[config.mk]
export PLATFORM = sky130hd
export DESIGN_NAME = bip_instruction_decoder
export DESIGN_NICKNAME = d
export VERILOG_FILES = /design/src/rtl/bip_pkg.sv /design/src/rtl/bip_cycle_counter.sv /design/src/rtl/bip_instruction_decoder.sv
export SDC_FILE = /design/constraint.sdc
export NUM_CORES = 1
export LEC_CHECK = 0
export CAP_MARGIN = 20
export CORE_MARGIN = 8
export CORE_UTILIZATION = 19
export DETAILED_ROUTE_END_ITERATION = 12
export PLACE_DENSITY_LB_ADDON = 0.25
export REMOVE_ABC_BUFFERS = 1
export SETUP_SLACK_MARGIN = 0.2
export SYNTH_ARGS = -nofsm -noshare
export SYNTH_HDL_FRONTEND = slang
export SYNTH_HIERARCHICAL = 1
export SYNTH_SLANG_ARGS = --single-unit
export TNS_END_PERCENT = 50
[constraint.sdc]
create_clock -name clk -period 2.3 [get_ports clk]
set_input_delay 0.69 -clock clk [delete_from_list [all_inputs] [get_ports clk]]
set_output_delay 0.69 -clock clk [all_outputs]
set_load 0.02 [all_outputs]
[src/rtl/bip_pkg.sv]
// Shared definitions for the BIP CPU control path: field widths, opcode
// encodings, datapath select/ALU encodings and the decoder FSM state codes.
package bip_pkg;

    localparam int INSTR_W   = 16;
    localparam int OPCODE_W  = 5;
    localparam int OPERAND_W = 11;
    localparam int CNT_W     = 32;

    // Opcode field encodings, instruction[15:11]; 01000..11111 are NOPs.
    localparam logic [OPCODE_W-1:0] OP_HLT  = 5'b00000;
    localparam logic [OPCODE_W-1:0] OP_STO  = 5'b00001;
    localparam logic [OPCODE_W-1:0] OP_LD   = 5'b00010;
    localparam logic [OPCODE_W-1:0] OP_LDI  = 5'b00011;
    localparam logic [OPCODE_W-1:0] OP_ADD  = 5'b00100;
    localparam logic [OPCODE_W-1:0] OP_ADDI = 5'b00101;
    localparam logic [OPCODE_W-1:0] OP_SUB  = 5'b00110;
    localparam logic [OPCODE_W-1:0] OP_SUBI = 5'b00111;

    // Accumulator input mux selects.
    localparam logic [1:0] SEL_A_RAM  = 2'b00;
    localparam logic [1:0] SEL_A_OPND = 2'b01;
    localparam logic [1:0] SEL_A_ALU  = 2'b10;

    // ALU operation encodings.
    localparam logic ALU_ADD = 1'b0;
    localparam logic ALU_SUB = 1'b1;

    // Run state of the CPU; 2'b11 is unused and recovers to boot.
    typedef enum logic [1:0] {
        S_BOOT    = 2'b00,
        S_EXEC    = 2'b01,
        S_HALT    = 2'b10,
        S_UNUSED  = 2'b11
    } state_t;

endpackage

[src/rtl/bip_cycle_counter.sv]
// Saturating executed-cycle counter for the BIP decoder.
// Only compiled when BIP_CYCLE_COUNT_EN is defined; the decoder instantiates
// it under the same macro, so the default build carries no counter at all.
`ifdef BIP_CYCLE_COUNT_EN
module bip_cycle_counter
    import bip_pkg::*;
#(
    parameter int W = CNT_W
) (
    input  logic         clk,
    input  logic         reset,
    input  logic         i_en,
    output logic [W-1:0] o_count
);

    logic [W-1:0] r_count;

    // Count enabled cycles, hold when disabled, stick at all-ones.
    always_ff @(posedge clk) begin
        if (reset) begin
            r_count <= '0;
        end else if (i_en && (r_count != {W{1'b1}})) begin
            r_count <= r_count + 1'b1;
        end
    end

    assign o_count = r_count;

endmodule
`endif

[src/rtl/bip_instruction_decoder.sv]
// BIP CPU control/decode stage: run-state FSM (boot, execute, halt) plus
// combinational opcode decode into PC, accumulator, ALU and data-RAM strobes.
// Optional feature macro: BIP_CYCLE_COUNT_EN adds the cycle_count output,
// a saturating count of cycles spent in boot and execute.
module bip_instruction_decoder
    import bip_pkg::*;
(
    input  logic                 clk,
    input  logic                 reset,
    input  logic [INSTR_W-1:0]   instruction,
    output logic                 wr_pc,
    output logic [1:0]           sel_a,
    output logic                 sel_b,
    output logic                 alu_op,
    output logic                 wr_acc,
    output logic                 rd_ram,
    output logic                 wr_ram,
    output logic [OPERAND_W-1:0] operand,
    output logic                 halted
`ifdef BIP_CYCLE_COUNT_EN
    ,
    output logic [CNT_W-1:0]     cycle_count
`endif
);

    state_t                r_state;
    state_t                w_next_state;
    logic [OPCODE_W-1:0]   w_opcode;

    assign w_opcode = instruction[INSTR_W-1:OPERAND_W];

    // State register; reset from any state returns to boot.
    always_ff @(posedge clk) begin
        // NOTE: state is updated with <= so every flop samples pre-edge values.
        if (reset) begin
            r_state <= S_BOOT;
        end else begin
            r_state <= w_next_state;
        end
    end

    // Next-state selection and opcode decode into datapath strobes.
    always_comb begin
        // NOTE: defaults first, so any path not assigning an output cannot infer a latch.
        w_next_state = S_BOOT;
        wr_pc        = 1'b0;
        sel_a        = SEL_A_RAM;
        sel_b        = 1'b0;
        alu_op       = ALU_ADD;
        wr_acc       = 1'b0;
        rd_ram       = 1'b0;
        wr_ram       = 1'b0;
        operand      = '0;
        halted       = 1'b0;

        case (r_state)
            // Boot spends one cycle hiding program-memory read latency.
            S_BOOT: begin
                w_next_state = S_EXEC;
            end

            S_EXEC: begin
                w_next_state = S_EXEC;
                operand      = instruction[OPERAND_W-1:0];
                wr_pc        = 1'b1;
                case (w_opcode)
                    OP_HLT: begin
                        wr_pc        = 1'b0;
                        w_next_state = S_HALT;
                    end
                    OP_STO: begin
                        wr_ram = 1'b1;
                    end
                    OP_LD: begin
                        rd_ram = 1'b1;
                        sel_a  = SEL_A_RAM;
                        wr_acc = 1'b1;
                    end
                    OP_LDI: begin
                        sel_a  = SEL_A_OPND;
                        wr_acc = 1'b1;
                    end
                    OP_ADD: begin
                        rd_ram = 1'b1;
                        sel_a  = SEL_A_ALU;
                        sel_b  = 1'b1;
                        alu_op = ALU_ADD;
                        wr_acc = 1'b1;
                    end
                    OP_ADDI: begin
                        sel_a  = SEL_A_ALU;
                        sel_b  = 1'b0;
                        alu_op = ALU_ADD;
                        wr_acc = 1'b1;
                    end
                    OP_SUB: begin
                        rd_ram = 1'b1;
                        sel_a  = SEL_A_ALU;
                        sel_b  = 1'b1;
                        alu_op = ALU_SUB;
                        wr_acc = 1'b1;
                    end
                    OP_SUBI: begin
                        sel_a  = SEL_A_ALU;
                        sel_b  = 1'b0;
                        alu_op = ALU_SUB;
                        wr_acc = 1'b1;
                    end
                    default: begin
                        // Remaining opcodes are NOPs: only the PC advances.
                    end
                endcase
            end

            // Halt is sticky; the instruction input is ignored here.
            S_HALT: begin
                w_next_state = S_HALT;
                halted       = 1'b1;
            end

            default: begin
                w_next_state = S_BOOT;
            end
        endcase
    end

`ifdef BIP_CYCLE_COUNT_EN
    logic w_count_en;

    assign w_count_en = (r_state == S_BOOT) || (r_state == S_EXEC);

    bip_cycle_counter #(
        .W (CNT_W)
    ) u_cycle_counter (
        .clk     (clk),
        .reset   (reset),
        .i_en    (w_count_en),
        .o_count (cycle_count)
    );
`endif

endmodule
==> flow_metrics.py <==
metrics = {
    "synthesis": {
        "synthSimpleGateAreaFrac": 0.687,
        "synth_top_family_by_area": "simple AND/OR/NAND/NOR gates",
        "avgSynthCellArea_sq_um": 7.51,
        "synthCells": 33,
        "muxShareOfSynthArea": 0,
        "synth_fa_ha_area_frac": 0,
        "syn_area_sq_um": 248,
        "yosysSeqAreaShare": 0.162,
        "synth_seq_cells": 2,
        "synth_xor_area_frac": 0,
        "yosys_warnings": 6,
        "synth_compound_area_frac": 0.101,
        "synth.distinct_cells": 18,
    },
    "critical_path": {
        "slowest_stage": "or4b_4",
        "worstPathRequired_ns": 1.61,
        "critical_path.most_common_cell": "buf_6",
        "reg2reg_from": "r_state[0]$_SDFF_PP0_",
        "cp-start-kind": "input port",
        "crit_chain": "buf_6 > or4b_4 > and4bb_1 > buf_6",
        "rrSetupSlack_ns": 1.03,
        "cp-endpoint": "sel_a[0]",
        "critPathMaxStageDelay_ns": 0.58,
        "crit_path_start": "instruction[15]",
        "critical_path_class": "input port to output pin",
        "worstReg2RegEnd": "r_state[1]$_SDFF_PP0_",
        "reg2regPathDepth": 3,
        "setup.worst_path.end_class": "output pin",
        "crit_fanout": 5,
        "cp.arrival_ns": 1.78,
    },
    "grt": {
        "antenna_found_initial": 0,
        "grt_max_degree": 12,
        "grt_pass1_wl_um": 2100,
        "grt_usage": 0.102,
        "grt_pass1_vias": 453,
        "globalRouteOverflowTotal": 0,
    },
    "floorplanning": {
        "die_y_um": 52.1,
        "ios": 38,
        "die_x_um": 52.1,
        "die-area_sq_mm": 0.00272,
        "core_sq_mm": 0.00125,
        "initial_core_util": 0.198,
        "fp-row-count": 13,
    },
    "clock_tree": {
        "cts_htree_levels": 1,
        "cts_buffers": 3,
        "cts.sinks": 2,
        "clkTransAtPathRegs_ns": 0.03,
        "cts_tree": "yes",
        "cts.path.max_buffers": 2,
        "clkLatencyLatePin_ns": 0.23,
        "clock-root-buffer": "clkbuf_4",
    },
    "final_layout": {
        "postLayoutCellArea_sq_um": 747,
        "regMostFlops": "r_state",
        "final_cell_mix": "14 x buf_4, 10 x buf_6, 9 x clkdlybuf4s50_1",
        "drive_gt1_frac": 0.584,
        "diodes": 0,
        "nets": 97,
        "final_cells": 92,
        "final_common_cell": "buf_4",
        "reg_top3": "r_state: 2 flops",
        "largest_register_ffs": 2,
        "area_delta_synth_final_pct": 202,
    },
    "placement": {
        "port_buffers": 37,
        "placedInstanceArea_sq_um": 658,
        "gp_congestion": 0.769,
        "place_ws_ns": -1.04,
        "dp.cells": 87,
        "dpl.hpwl_um": 1080,
    },
    "routing": {
        "drc": 0,
        "wl_um": 1470,
        "routedWlPerCell_um": 16.0,
        "drt_iter0_drc": 3,
        "dr.pass1.iters": 4,
        "via_count": 401,
        "via_per_inst": 4.36,
        "ant_nets": 0,
    },
    "timing": {
        "skew_ns": 0.00624,
        "relSlewSlack": 0.785,
        "finalCriticalPeriod_ns": 2.47,
        "setup_viol": 5,
        "worst_pin_slew_ns": 0.321,
        "fin_crit_sh": 1.07,
        "hold_ws_ns": 0.506,
        "drv_slew": 0,
        "hold_viol_final": 0,
        "rsz0062_at_grt": "true",
        "layout_setup_ws_ns": -0.167,
        "fmaxAchievable_ghz": 0.405,
    },
    "power": {
        "total_power_mw": 0.234,
        "pwr_density_cell_mw_per_mm2": 313,
        "ir_worst_vdd_v": 0.000225,
        "p_leak_nw": 0.371,
    },
    "hold_path": {
        "hold_path_class": "register to register",
    },
    "run": {
        "max_cap_viol_count": 0,
    },
    "run_status": {
        "failed_checks": "negative setup slack",
        "status": "finished, violations left",
    },
}
layer usage:
metal / GRT usage / part of all wire
met2: 0.196 / 0.63
met1: 0.0769 / 0.28
met4: 0.0841 / 0
met5: 0 / 0
met3: 0.0399 / 0.083
Yosys cell counts (all sizes together):
cell     number  area (sq um)
o2bb2ai       1          8.76
and3          1          6.26
and4bb        1          12.5
nor3b         1          7.51
a311oi        1          8.76
nor3          2          10.0
nor2b         2          12.5
or4b          1          10.0
or4           1          7.51
nor4b         1          15.0
nor2          3          11.3
clkbuf        1          3.75
inv           1          3.75
and2         11          68.8
dfxtp         2          40.0
and4          1          8.76
a21boi        1          7.51
buf           1          5.00
worst max-delay path, delay by kind of cell:
kind | cells | cell delay (ns)
buffers and inverters | 2 | 0.21
and+or+nand+nor | 2 | 0.87
cell families after synthesis:
| family | count (synthesis) |
|---|---|
| AOI/OAI and AO/OA | 3 |
| DFF | 2 |
| and+or+nand+nor | 25 |
| buffers and inverters | 3 |
worst min-delay path by stage:
stage	start	to	slack (ns)	depth (start not counted)
global placement	r_state[0]$_SDFF_PP0_	r_state[0]$_SDFF_PP0_	0.49	1
CTS	r_state[0]$_SDFF_PP0_	r_state[0]$_SDFF_PP0_	0.50	1
floorplan	r_state[1]$_SDFF_PP0_	r_state[0]$_SDFF_PP0_	0.42	1
global route	r_state[0]$_SDFF_PP0_	r_state[0]$_SDFF_PP0_	0.55	1
detailed placement	r_state[0]$_SDFF_PP0_	r_state[0]$_SDFF_PP0_	0.49	1
finish	r_state[0]$_SDFF_PP0_	r_state[0]$_SDFF_PP0_	0.51	1
final cells by class:
type                    count  area, sq um
flip-flops and latches      2         40.0
fillers                   124          505
clock buffers               3         22.5
repair buffers             43          414
inverters                   1         3.75
multi-input cells          28          248
well taps                  15         18.8
power breakdown:
group          switching [mW]  internal [mW]
registers             0.00104         0.0362
clock network          0.0215         0.0577
logic                  0.0500         0.0671
total                  0.0726          0.161
what timing repair did:
action / CTS / global route
cloned: 0 / 0
hold buffers: 0 / 0
buffers inserted: 2 / 0
endpoints found under the hold margin: 0 / 0
gates resized for setup: 108 / 31
pin swaps: 4 / 1
setup endpoints to repair: 20 / 19
stage by stage:
stage / TNS, ns / utilization
after floorplan: -0.810 / -
after global placement: -9.22 / 0.525
after detailed placement: -9.28 / 0.525
after CTS: -0.655 / 0.516
after global routing: -0.882 / 0.596
final: -0.695 / 0.596
Power figures use the tool's default switching activity.
